`src/rtl/jedro_1_dmem_arb_pkg.sv`:
```
// -----------------------------------------------------------------------------
// jedro_1_dmem_arb_pkg
// Shared types for the jedro_1 data-memory arbiter: requester ids and the
// response-pipe slot that tracks which requester issued an in-flight read.
// -----------------------------------------------------------------------------
package jedro_1_dmem_arb_pkg;

   typedef logic req_id_t;

   localparam req_id_t ID_LSU = 1'b0;   // core load/store unit
   localparam req_id_t ID_DBG = 1'b1;   // debug / DMA port

   typedef struct packed {
      logic    valid;
      req_id_t id;
   } rsp_slot_t;

endpackage

```
`src/rtl/jedro_1_rsp_pipe.sv`:
```
// -----------------------------------------------------------------------------
// jedro_1_rsp_pipe
// DEPTH-stage shift register of response slots. A slot entering at slot_i
// appears at slot_o exactly DEPTH clocks later, matching the RAM read latency.
// Ports:
//   clk_i  - clock
//   rst_i  - asynchronous active-high clear (discards in-flight responses)
//   slot_i - {valid, id} of the transfer granted this cycle
//   slot_o - {valid, id} of the read whose data is on the RAM output now
// -----------------------------------------------------------------------------
module jedro_1_rsp_pipe
   import jedro_1_dmem_arb_pkg::*;
#(
   parameter int unsigned DEPTH = 1
) (
   input  logic      clk_i,
   input  logic      rst_i,
   input  rsp_slot_t slot_i,
   output rsp_slot_t slot_o
);

   rsp_slot_t stage_q [DEPTH];

   // Shift the slot chain one stage per clock; clear every stage on reset.
   always_ff @(posedge clk_i or posedge rst_i) begin
      if (rst_i) begin
         for (int i = 0; i < int'(DEPTH); i++) begin
            stage_q[i] <= '0;
         end
      end else begin
         stage_q[0] <= slot_i;
         for (int i = 1; i < int'(DEPTH); i++) begin
            stage_q[i] <= stage_q[i-1];
         end
      end
   end

   assign slot_o = stage_q[DEPTH-1];

endmodule

```
`src/rtl/jedro_1_dmem_arbiter.sv`:
```
// -----------------------------------------------------------------------------
// jedro_1_dmem_arbiter
// Shares one single-port byte-writable data RAM between the jedro_1 LSU (m0)
// and a debug/DMA port (m1). One transfer is granted per cycle, round-robin,
// with an optional lock that keeps ownership for atomic multi-beat sequences.
// Read responses are routed back to their issuer after RD_LATENCY cycles.
// Ports:
//   clk_i, rst_i              - clock, asynchronous active-high reset
//   mX_req_i/we_i/addr_i/
//   mX_wdata_i/lock_i         - requester X transfer request (we==0 is a read)
//   mX_gnt_o                  - transfer accepted this cycle (combinational)
//   mX_rvalid_o/rdata_o       - read response for requester X
//   mem_en_o/we_o/addr_o/
//   mem_wdata_o/rdata_i       - RAM interface
// -----------------------------------------------------------------------------
module jedro_1_dmem_arbiter
   import jedro_1_dmem_arb_pkg::*;
#(
   parameter int unsigned ADDR_WIDTH = 32,
   parameter int unsigned DATA_WIDTH = 32,
   parameter int unsigned RD_LATENCY = 1
) (
   input  logic                    clk_i,
   input  logic                    rst_i,
   input  logic                    m0_req_i,
   input  logic [DATA_WIDTH/8-1:0] m0_we_i,
   input  logic [ADDR_WIDTH-1:0]   m0_addr_i,
   input  logic [DATA_WIDTH-1:0]   m0_wdata_i,
   input  logic                    m0_lock_i,
   output logic                    m0_gnt_o,
   output logic                    m0_rvalid_o,
   output logic [DATA_WIDTH-1:0]   m0_rdata_o,
   input  logic                    m1_req_i,
   input  logic [DATA_WIDTH/8-1:0] m1_we_i,
   input  logic [ADDR_WIDTH-1:0]   m1_addr_i,
   input  logic [DATA_WIDTH-1:0]   m1_wdata_i,
   input  logic                    m1_lock_i,
   output logic                    m1_gnt_o,
   output logic                    m1_rvalid_o,
   output logic [DATA_WIDTH-1:0]   m1_rdata_o,
   output logic                    mem_en_o,
   output logic [DATA_WIDTH/8-1:0] mem_we_o,
   output logic [ADDR_WIDTH-1:0]   mem_addr_o,
   output logic [DATA_WIDTH-1:0]   mem_wdata_o,
   input  logic [DATA_WIDTH-1:0]   mem_rdata_i
);

   typedef enum logic {
      UNLOCKED = 1'b0,
      LOCKED   = 1'b1
   } lock_state_t;

   lock_state_t state_q, state_d;
   req_id_t     owner_q, owner_d;
   req_id_t     last_q, last_d;
   req_id_t     gnt_id;
   logic        gnt_m0, gnt_m1;
   logic        rr_m0, rr_m1;
   logic        owner_req;
   logic        lock_sel;
   rsp_slot_t   slot_in, slot_out;

   // Round-robin candidates: a lone request wins, a tie goes to whoever was
   // not granted last.
   assign rr_m0 = m0_req_i & (~m1_req_i | (last_q == ID_DBG));
   assign rr_m1 = m1_req_i & (~m0_req_i | (last_q == ID_LSU));

   // Grant selection and next lock/owner/last state.
   always_comb begin
      gnt_m0    = 1'b0;
      gnt_m1    = 1'b0;
      state_d   = state_q;
      owner_d   = owner_q;
      last_d    = last_q;
      owner_req = (owner_q == ID_DBG) ? m1_req_i : m0_req_i;

      if (rst_i) begin
         gnt_m0 = 1'b0;
         gnt_m1 = 1'b0;
      end else begin
         case (state_q)
            LOCKED: begin
               // An owner that stops requesting abandons the lock; the cycle
               // is then arbitrated as if unlocked.
               if (owner_req) begin
                  gnt_m0 = (owner_q == ID_LSU);
                  gnt_m1 = (owner_q == ID_DBG);
               end else begin
                  gnt_m0 = rr_m0;
                  gnt_m1 = rr_m1;
               end
            end
            UNLOCKED: begin
               gnt_m0 = rr_m0;
               gnt_m1 = rr_m1;
            end
            default: begin
               gnt_m0 = 1'b0;
               gnt_m1 = 1'b0;
            end
         endcase
      end

      gnt_id   = gnt_m1 ? ID_DBG : ID_LSU;
      lock_sel = gnt_m1 ? m1_lock_i : m0_lock_i;

      // A locked owner always gets granted while requesting, so "no grant"
      // also covers the abandoned-lock release.
      if (gnt_m0 | gnt_m1) begin
         last_d  = gnt_id;
         owner_d = gnt_id;
         state_d = lock_sel ? LOCKED : UNLOCKED;
      end else begin
         state_d = UNLOCKED;
      end
   end

   // Lock state, lock owner and last-granted requester.
   always_ff @(posedge clk_i or posedge rst_i) begin
      if (rst_i) begin
         state_q <= UNLOCKED;
         owner_q <= ID_LSU;
         last_q  <= ID_DBG;
      end else begin
         state_q <= state_d;
         owner_q <= owner_d;
         last_q  <= last_d;
      end
   end

   // Steer the granted requester onto the RAM port; idle port is all zero.
   always_comb begin
      mem_we_o    = '0;
      mem_addr_o  = '0;
      mem_wdata_o = '0;
      if (gnt_m1) begin
         mem_we_o    = m1_we_i;
         mem_addr_o  = m1_addr_i;
         mem_wdata_o = m1_wdata_i;
      end else if (gnt_m0) begin
         mem_we_o    = m0_we_i;
         mem_addr_o  = m0_addr_i;
         mem_wdata_o = m0_wdata_i;
      end else begin
         mem_we_o    = '0;
         mem_addr_o  = '0;
         mem_wdata_o = '0;
      end
   end

   assign mem_en_o = gnt_m0 | gnt_m1;
   assign m0_gnt_o = gnt_m0;
   assign m1_gnt_o = gnt_m1;

   assign slot_in.valid = mem_en_o & (mem_we_o == '0);
   assign slot_in.id    = gnt_id;

   jedro_1_rsp_pipe #(
      .DEPTH (RD_LATENCY)
   ) u_rsp_pipe (
      .clk_i  (clk_i),
      .rst_i  (rst_i),
      .slot_i (slot_in),
      .slot_o (slot_out)
   );

   assign m0_rvalid_o = slot_out.valid & (slot_out.id == ID_LSU);
   assign m1_rvalid_o = slot_out.valid & (slot_out.id == ID_DBG);
   assign m0_rdata_o  = mem_rdata_i;
   assign m1_rdata_o  = mem_rdata_i;

endmodule

```
`config.mk`:
```
export PLATFORM = sky130hd
export DESIGN_NAME = jedro_1_dmem_arbiter
export DESIGN_NICKNAME = d
export VERILOG_FILES = /design/src/rtl/jedro_1_dmem_arb_pkg.sv /design/src/rtl/jedro_1_rsp_pipe.sv /design/src/rtl/jedro_1_dmem_arbiter.sv
export SDC_FILE = /design/constraint.sdc
export NUM_CORES = 1
export LEC_CHECK = 0
export BUFFER_PORTS_ARGS = -buffer_cell sky130_fd_sc_hd__buf_4
export CAP_MARGIN = 20
export CORE_AREA = 2 2 121 123
export CTS_CLUSTER_SIZE = 30
export DETAILED_ROUTE_END_ITERATION = 7
export DIE_AREA = 0 0 123 125
export GPL_ROUTABILITY_DRIVEN = 0
export SETUP_SLACK_MARGIN = 0.1
export SLEW_MARGIN = 20
export SYNTH_ARGS = -nofsm -noshare
export SYNTH_HDL_FRONTEND = slang
export SYNTH_HIERARCHICAL = 1
export SYNTH_SLANG_ARGS = --single-unit
```
`constraint.sdc`:
```
create_clock -name clk_i -period 2 [get_ports clk_i]
set_input_delay 0.3 -clock clk_i [delete_from_list [all_inputs] [get_ports clk_i]]
set_output_delay 0.3 -clock clk_i [all_outputs]
set_load 0.01 [all_outputs]
```
# --- Word level (Yosys, flattened, before mapping) ---
# Cells that the tools add are included.
# W data, S select, Z words.
op_classes:
  mux: 17
  n_bitwise: 14
  reduce_logical: 1
op_table:
  columns: ["cell", "count"]
  rows:
  - ["$mux W32", 4]
  - ["$mux W1", 9]
  - ["$mux W4", 2]
  - ["$not A1 Y1", 6]
  - ["$and A1 B1 Y1", 5]
  - ["$logic_not A4 Y1", 1]
  - ["$pmux W1 S2", 2]
  - ["$or A1 B1 Y1", 3]
word_totals:
  regBits: 5
  output_inout_bits: 137
  word_cells: 37

# --- Depth between registers and ports, before layout ---
# Gate-level depths: netlist of the first run.
depth:
  ltp_word: 10
  mapped_depth: 6
  ltp_nobuf: 5

# --- Cells and area by module ---
# Netlist of the first run, hierarchy kept.
by_module_without_submodules:
  columns: ["module", "instances", "cells_per_inst", "area_per_inst_um2", "seq_area_each_um2"]
  rows:
  - ["jedro_1_dmem_arbiter", 1, 173, 1456.4, 76.3]
  - ["jedro_1_rsp_pipe", 1, 3, 53.8, 50.0]

# --- Worst setup path after synthesis of the first run ---
# No wires, ideal clock.
synth_timing:
  kind: "reg2out"
  from: "reg last_q"
  to: "out mem_addr_o[27]"
  t_arrival_ns: 1.343
  required_ns: 1.700
  slack_ns: 0.357
  path_stages_with_launch: 7
  path_buffers: 2
  cell_sequence: "dfstp_2 > nand2b_4 > a21oi_2 > nor3b_2 > buf_6 > buf_6 > a22o_1"
synth_between:
  elab_chain_len: 7
  word_cells_on_any_way: 13
synth_rtl:
  columns: ["item", "line", "rtl"]
  rows:
  - ["from (decl)", "jedro_1_dmem_arbiter.sv:55", "req_id_t last_q, last_d;"]
  - ["from (signal assigned)", "jedro_1_dmem_arbiter.sv:127", "last_q <= last_d;"]
  - ["$not A1 Y1 *", "jedro_1_dmem_arbiter.sv:66", "assign rr_m1 = m1_req_i & (~m0_req_i | (last_q == ID_LSU));"]
  - ["$or A1 B1 Y1 *", "jedro_1_dmem_arbiter.sv:66", null]
  - ["$and A1 B1 Y1 *", "jedro_1_dmem_arbiter.sv:66", null]
  - ["$mux W1", "jedro_1_dmem_arbiter.sv:85", "if (owner_req) begin"]
  - ["$pmux W1 S2 *", "jedro_1_dmem_arbiter.sv:81", "case (state_q)"]
  - ["$mux W1 *", "jedro_1_dmem_arbiter.sv:77", "if (rst_i) begin"]
  - ["net m1_gnt_o", "jedro_1_dmem_arbiter.sv:38", "output logic m1_gnt_o,"]
  - ["$mux W32 *", "jedro_1_dmem_arbiter.sv:136", "if (gnt_m1) begin"]
  - ["to (decl)", "jedro_1_dmem_arbiter.sv:43", "output logic [ADDR_WIDTH-1:0] mem_addr_o,"]
# Mark *: on every way through the listed nets, which the timed path passes. The rest lies on a longest branch.

# --- Worst setup path in the final report of the first run ---
layout_timing:
  from: "reg last_q"
  to: "out mem_wdata_o[28]"
layout_between:
  elab_chain_len: 7
  word_cells_on_any_way: 13
layout_rtl:
  columns: ["item", "line", "rtl"]
  rows:
  - ["$or A1 B1 Y1 / $not A1 Y1 (equally long branches)", "jedro_1_dmem_arbiter.sv:65, jedro_1_dmem_arbiter.sv:66", null]
  - ["$and A1 B1 Y1 / $or A1 B1 Y1 (equally long branches)", "jedro_1_dmem_arbiter.sv:65, jedro_1_dmem_arbiter.sv:66", null]
  - ["$mux W1 / $and A1 B1 Y1 (equally long branches)", "jedro_1_dmem_arbiter.sv:85, jedro_1_dmem_arbiter.sv:66", null]
  - ["$pmux W1 S2 / $mux W1 (equally long branches)", "jedro_1_dmem_arbiter.sv:81, jedro_1_dmem_arbiter.sv:85", null]
  - ["$mux W1 / $pmux W1 S2 (equally long branches)", "jedro_1_dmem_arbiter.sv:77, jedro_1_dmem_arbiter.sv:81", null]
  - ["$mux W32 / $mux W1 (equally long branches)", "jedro_1_dmem_arbiter.sv:140, jedro_1_dmem_arbiter.sv:77", null]
  - ["$mux W32 *", "jedro_1_dmem_arbiter.sv:136", null]
  - ["to (decl)", "jedro_1_dmem_arbiter.sv:44", "output logic [DATA_WIDTH-1:0] mem_wdata_o,"]
# Mark *: on every way between the ends. The rest lies on a longest branch, timed or not.

==> flow_summary.yaml, run 1 <==
sta:
  rsz0062_at_grt: "yes"
  finalClockSkew_ns: 0.000427
  whs_ns: 0.00797
  period_needed_ns: 2.04
  fmax_mhz: 490
  tns_ns: -0.536
  hold_viol: 0
  fin_crit_sh: 1.02
  setup_viol: 30
  tightest_slew_ns: 0.285
  fin_ws_ns: -0.0398
  maxSlewHeadroom: 0.810
  maxSlewViolCount: 0
final_layout:
  final_area_sq_um: 3310
  drive_gt1_frac: 0.733
  n_fill_cell: 1537
  utilization: 0.233
  fin_nets: 504
  syn_to_final_growth_pct: 119
  antenna_cells: 0
worst_setup_path:
  path_max_fanout: 5
  cp-end-kind: "output pin"
  crit_type: "flip-flop to output pin"
  crit_arrival_ns: 1.74
  reg2reg_slack_ns: 0.59
  start_kind: "flip-flop"
  cp.required_ns: 1.70
clock_network:
  htreeDepth: 1
  cts_tree: "done"
  cts_num_sinks: 5
  cts_buffer_depth: 2
  cts_root_buf: "clkbuf_16"
  clkTransAtPathRegs_ns: 0.03
  cts_buffers: 3
  clk_latency_ns: 0.23
drt:
  ant_nets: 0
  drt_wl_total_um: 7830
  vias_per_cell: 3.88
  drc: 0
  dr.pass1.iters: 4
  drtIter0Drc: 49
  wl_per_cell_um: 15.3
  dr_total_vias: 1990
synth:
  ys_types: 21
  synth_nets: 350
  synthCells: 176
  yosys_warnings: 6
  synth.cell_area_sq_um: 1510
  yosysSeqAreaShare: 0.0837
  avgSynthCellArea_sq_um: 8.58
  ys_ff_latch: 5
floorplanning:
  rows: 44
  dieArea_sq_um: 15400
  start_util: 0.106
  pin_count: 311
  die_h_um: 125
  die_w_um: 123
  core-area_sq_um: 14200
placement:
  dp_hpwl_um: 5680
  io_buffers: 214
  placed_cell_area_sq_um: 2800
power_and_ir_drop:
  power_density_nw_per_um2: 410
  total_power_mw: 1.36
  ir_drop_mv: 0.195
  leakagePower_nw: 1.67
outcome:
  violations: "setup timing"
  outcome: "complete, but fails checks"
worst_hold_path:
  min_path_type: "primary input to async pin"
grt:
  grt-ovfl-total: 0
  grt_pass1_wl_um: 10300
  grt_max_degree: 41
  antenna_found_initial: 0
  grt.total_usage: 0.0857
  grt_pass1_vias: 1995
flow_run:
  drv_cap: 0
cells in the mapped netlist:
| cell type | number | share of area |
|---|---|---|
| buf_4 | 71 | 0.35 |
| a22o_1 | 69 | 0.40 |
| buf_6 | 8 | 0.060 |
| dfrtp_1 | 4 | 0.066 |
| inv_1 | 3 | 0.0075 |
| nor2_1 | 3 | 0.0075 |
| a21o_1 | 2 | 0.0099 |
| nand2_1 | 2 | 0.0050 |
| o21ai_0 | 2 | 0.0066 |
| a211oi_2 | 1 | 0.0083 |
| a21oi_2 | 1 | 0.0058 |
| a31oi_2 | 1 | 0.0083 |
| and2_1 | 1 | 0.0041 |
| clkinv_2 | 1 | 0.0033 |
| dfstp_2 | 1 | 0.017 |
| nand2b_1 | 1 | 0.0041 |
| nand2b_4 | 1 | 0.0091 |
| nor2b_1 | 1 | 0.0041 |
| nor3b_2 | 1 | 0.0083 |
| o21a_1 | 1 | 0.0050 |
| or4b_1 | 1 | 0.0066 |
path summary, 6_finish.rpt:
path,start,to,cells after the start
max,last_q,mem_wdata_o[28],8
min,rst_i,owner_q,2
max reg2reg,last_q,state_q,5
min reg2reg,owner_q,owner_q,1
max in group asynchronous,rst_i,u_rsp_pipe/slot_o[1],3
min in group clk_i,m0_lock_i,state_q,2
cells by family (layout without fill, tap and decap cells):
family,after synthesis,in the layout,synth area share
compound gates,77,77,0.444
buf+inv,83,236,0.423
flops,5,5,0.0837
simple gates,11,11,0.0489
sequential cells by signal (all words and copies together) (netlist names):
| name | count |
|---|---|
| owner_q | 1 |
| u_rsp_pipe/slot_o | 2 |
| last_q | 1 |
| state_q | 1 |
stage by stage:
stage	setup WS [ns]	instances
5_1_grt	-0.107	513
4_1_cts	-0.0274	509
6_report	-0.0398	513
3_5_place_dp	0.0618	499
3_3_place_gp	0.0929	499
2_1_floorplan	0.357	176
placed cells by master (no fill, tap or decap), types with 2 or more instances in the layout:
cell type	count
buf_4	164
a22o_1	67
buf_6	53
clkbuf_16	5
buf_12	5
dfrtp_1	4
inv_1	3
nor2_1	3
nand2b_4	2
a21o_1	2
a22o_4	2
o21ai_0	2
buf_16	2
area by class of cell:
class / instances / area, sq um / share of cell area
Clock buffer: 4 / 78.8 / 0.0238
Tap cell: 184 / 230 / 0.0696
Inverter: 4 / 20.0 / 0.00605
Sequential cell: 5 / 126 / 0.0382
Multi-Input combinational cell: 88 / 795 / 0.240
Timing Repair Buffer: 228 / 2060 / 0.622
metal layers:
layer  up-vias  track usage  part of all wire
met5         -            0                 0
met4         0       0.0374             0.025
met3        20       0.0260              0.12
met2       146        0.162              0.53
met1       918       0.0837              0.33
li1        906            -                 -
repair_timing:
action	CTS	global route
setup buffers	3	1
resized for setup	60	7
endpoints found under the hold margin	2	0
setup endpoints to repair	69	69
hold buffers	1	0
cloned	2	3
pin swaps	3	2
critical path, cell delays in order (launching register included):
cell and delay (ns):
dfstp_2 0.55, nand2b_4 0.08, a31oi_4 0.15, nand2_2 0.10
clkinv_4 0.11, buf_12 0.13, clkbuf_16 0.15, a22o_1 0.12
buf_4 0.11
power breakdown:
part	total, mW	internal, mW	switching (mW)
Clock	0.325	0.264	0.0616
Sequential	0.127	0.118	0.00953
Combinational	0.905	0.561	0.343
Total	1.36	0.943	0.414
No activity file was read; power rests on OpenSTA's default activity.
==> run 2, diff against run 1 <==
==> constraint.sdc (replaced) <==
create_clock -name clk_i -period 2.1 [get_ports clk_i]
set_input_delay 0.315 -clock clk_i [delete_from_list [all_inputs] [get_ports clk_i]]
set_output_delay 0.315 -clock clk_i [all_outputs]
set_load 0.01 [all_outputs]
==> run 2 against run 1 <==
The run now ends clean. Highest routed layer unchanged. Sequential power shrank 5%. Hold slack gained 0.015 ns. First-iteration DRC count shrank 12%. Cell area shrank 8.9%. Largest cell class unchanged. Flip-flop and latch count stayed put.
==> flow_summary.yaml, run 2 (synthesis results as in run 1) <==
sta:
  maxSlewHeadroom: 0.814
  period_needed_ns: 2.05
  fmax_mhz: 487
  setup_viol: 0
  finalClockSkew_ns: 0.000600
  tightest_slew_ns: 0.278
  rsz0062_at_grt: "yes"
  whs_ns: 0.0225
  maxSlewViolCount: 0
  hold_viol: 0
  fin_crit_sh: 0.978
grt:
  grt_pass1_wl_um: 10000
  grt.total_usage: 0.0834
  grt_pass1_vias: 1936
  antenna_found_initial: 0
  grt_max_degree: 41
  grt-ovfl-total: 0
power_and_ir_drop:
  p_sw_frac: 0.308
  p_seq_frac: 0.101
  p_switching_uw: 367
  power_density_nw_per_um2: 395
  p_comb_frac: 0.637
  p_int_uw: 823
  p_clk_frac: 0.262
  ir_drop_mv: 0.183
  leakagePower_nw: 1.57
worst_setup_path:
  crit_arrival_ns: 1.74
  reg2regPathDepth: 5
  crit_path_end: "mem_wdata_o[28]"
  rr_startpoint: "last_q"
  start_kind: "flip-flop"
  cp.required_ns: 1.78
  critical_path.max_stage_delay_ns: 0.36
  crit_type: "flip-flop to output pin"
  reg2reg_to: "state_q"
  cp_slowest_cell: "dfrtp_1"
  reg2reg_slack_ns: 0.70
  cp-end-kind: "output pin"
  startpoint: "owner_q"
  path_max_fanout: 19
  path_cells: "nand2b_2 > a31oi_4 > nand2_2 > clkinv_4 > buf_12 > buf_16 > a22o_1 > buf_4"
drt:
  wl_met2_um: 3800
  drt_wl_total_um: 7370
  wl_met3_um: 972
  wl_per_cell_um: 14.5
  vias_per_cell: 3.85
  highest_layer: "met4"
  drtIter0Drc: 43
  dr.pass1.iters: 4
  dr_total_vias: 1958
  wl_met1_um: 2390
  drc: 0
  ant_nets: 0
final_layout:
  n_fill_cell: 1564
  mostFrequentLayoutCells: "216 x buf_4, 69 x a22o_1, 5 x buf_12"
  syn_to_final_growth_pct: 99.6
  fin_nets: 500
  drive_gt1_frac: 0.723
  largest_register_ffs: 2
  fin_cells: 509
  final_common_cell: "buf_4"
  antenna_cells: 0
placement:
  dp.cells: 499
  dp_hpwl_um: 5680
  io_buffers: 214
floorplanning:
  die_w_um: 123
  die_h_um: 125
  rows: 44
  pin_count: 311
  dieArea_sq_um: 15400
  start_util: 0.106
  core-area_sq_um: 14200
clock_network:
  cts_buffer_depth: 2
  clkTransAtPathRegs_ns: 0.03
  cts_num_sinks: 5
  cts_tree: "done"
  htreeDepth: 1
  cts_buffers: 3
  cts_root_buf: "clkbuf_16"
  clk_latency_ns: 0.23
outcome:
  outcome: "complete, no violations"
flow_run:
  drv_cap: 0
worst_hold_path:
  min_path_type: "primary input to async pin"
[run 2: worst min path at each step]
stage	from	endpoint	cells past startpoint
4_1_cts	rst_i	state_q	2
2_1_floorplan	rst_i	u_rsp_pipe/slot_o[0]	1
3_5_place_dp	rst_i	u_rsp_pipe/slot_o[0]	2
6_report	rst_i	owner_q	2
3_3_place_gp	rst_i	u_rsp_pipe/slot_o[1]	2
5_1_grt	rst_i	owner_q	2
[run 2: timing repair]
item / 4_1_cts / 5_1_grt
endpoints found under the setup margin: 69 / 69
resized for setup: 10 / 0
hold buffers: 1 / 0
endpoints found under the hold margin: 2 / 0
gates cloned: 2 / 0
pin swaps: 3 / 0
buffers inserted: 3 / 0
[run 2: critical path, delay by kind of cell (launching register included)]
family          cells  cell delay [ns]
compound gates      2             0.33
simple gates        2             0.32
flops               1             0.36
buf+inv             4             0.49
[run 2: routing by layer]
metal	global-route usage	up-vias
met5	0	-
met4	0.0368	0
met3	0.0251	23
met2	0.160	148
met1	0.0799	888
li1	-	899
[run 2: through the flow]
stage                     setup TNS, ns  worst slack (ns)  power (mW)  instance area [sq um]   util
after floorplan                       0             0.442       0.540                   1510      -
after global placement                0             0.178       0.819                   2800  0.197
after detailed placement              0             0.132       0.829                   2800  0.197
after CTS                             0            0.0576        1.20                   3010  0.212
after global routing             -0.500           -0.0442        1.25                   3010  0.212
final                                 0            0.0470        1.19                   3010  0.212
[run 2: final cells by class]
| type | instances | area (sq um) | area share |
|---|---|---|---|
| Clock buffer | 4 | 78.8 | 0.0262 |
| Sequential cell | 5 | 126 | 0.0419 |
| Tap cell | 184 | 230 | 0.0764 |
| Inverter | 4 | 20.0 | 0.00664 |
| Multi-Input combinational cell | 88 | 772 | 0.256 |
| Timing Repair Buffer | 224 | 1790 | 0.593 |
[run 2: power groups by stage]
stage	Combinational [mW]	Clock, mW	Sequential, mW
2_1_floorplan	0.421	0	0.119
3_3_place_gp	0.699	0	0.120
3_5_place_dp	0.708	0	0.121
4_1_cts	0.764	0.315	0.120
5_1_grt	0.809	0.323	0.121
6_report	0.758	0.311	0.121
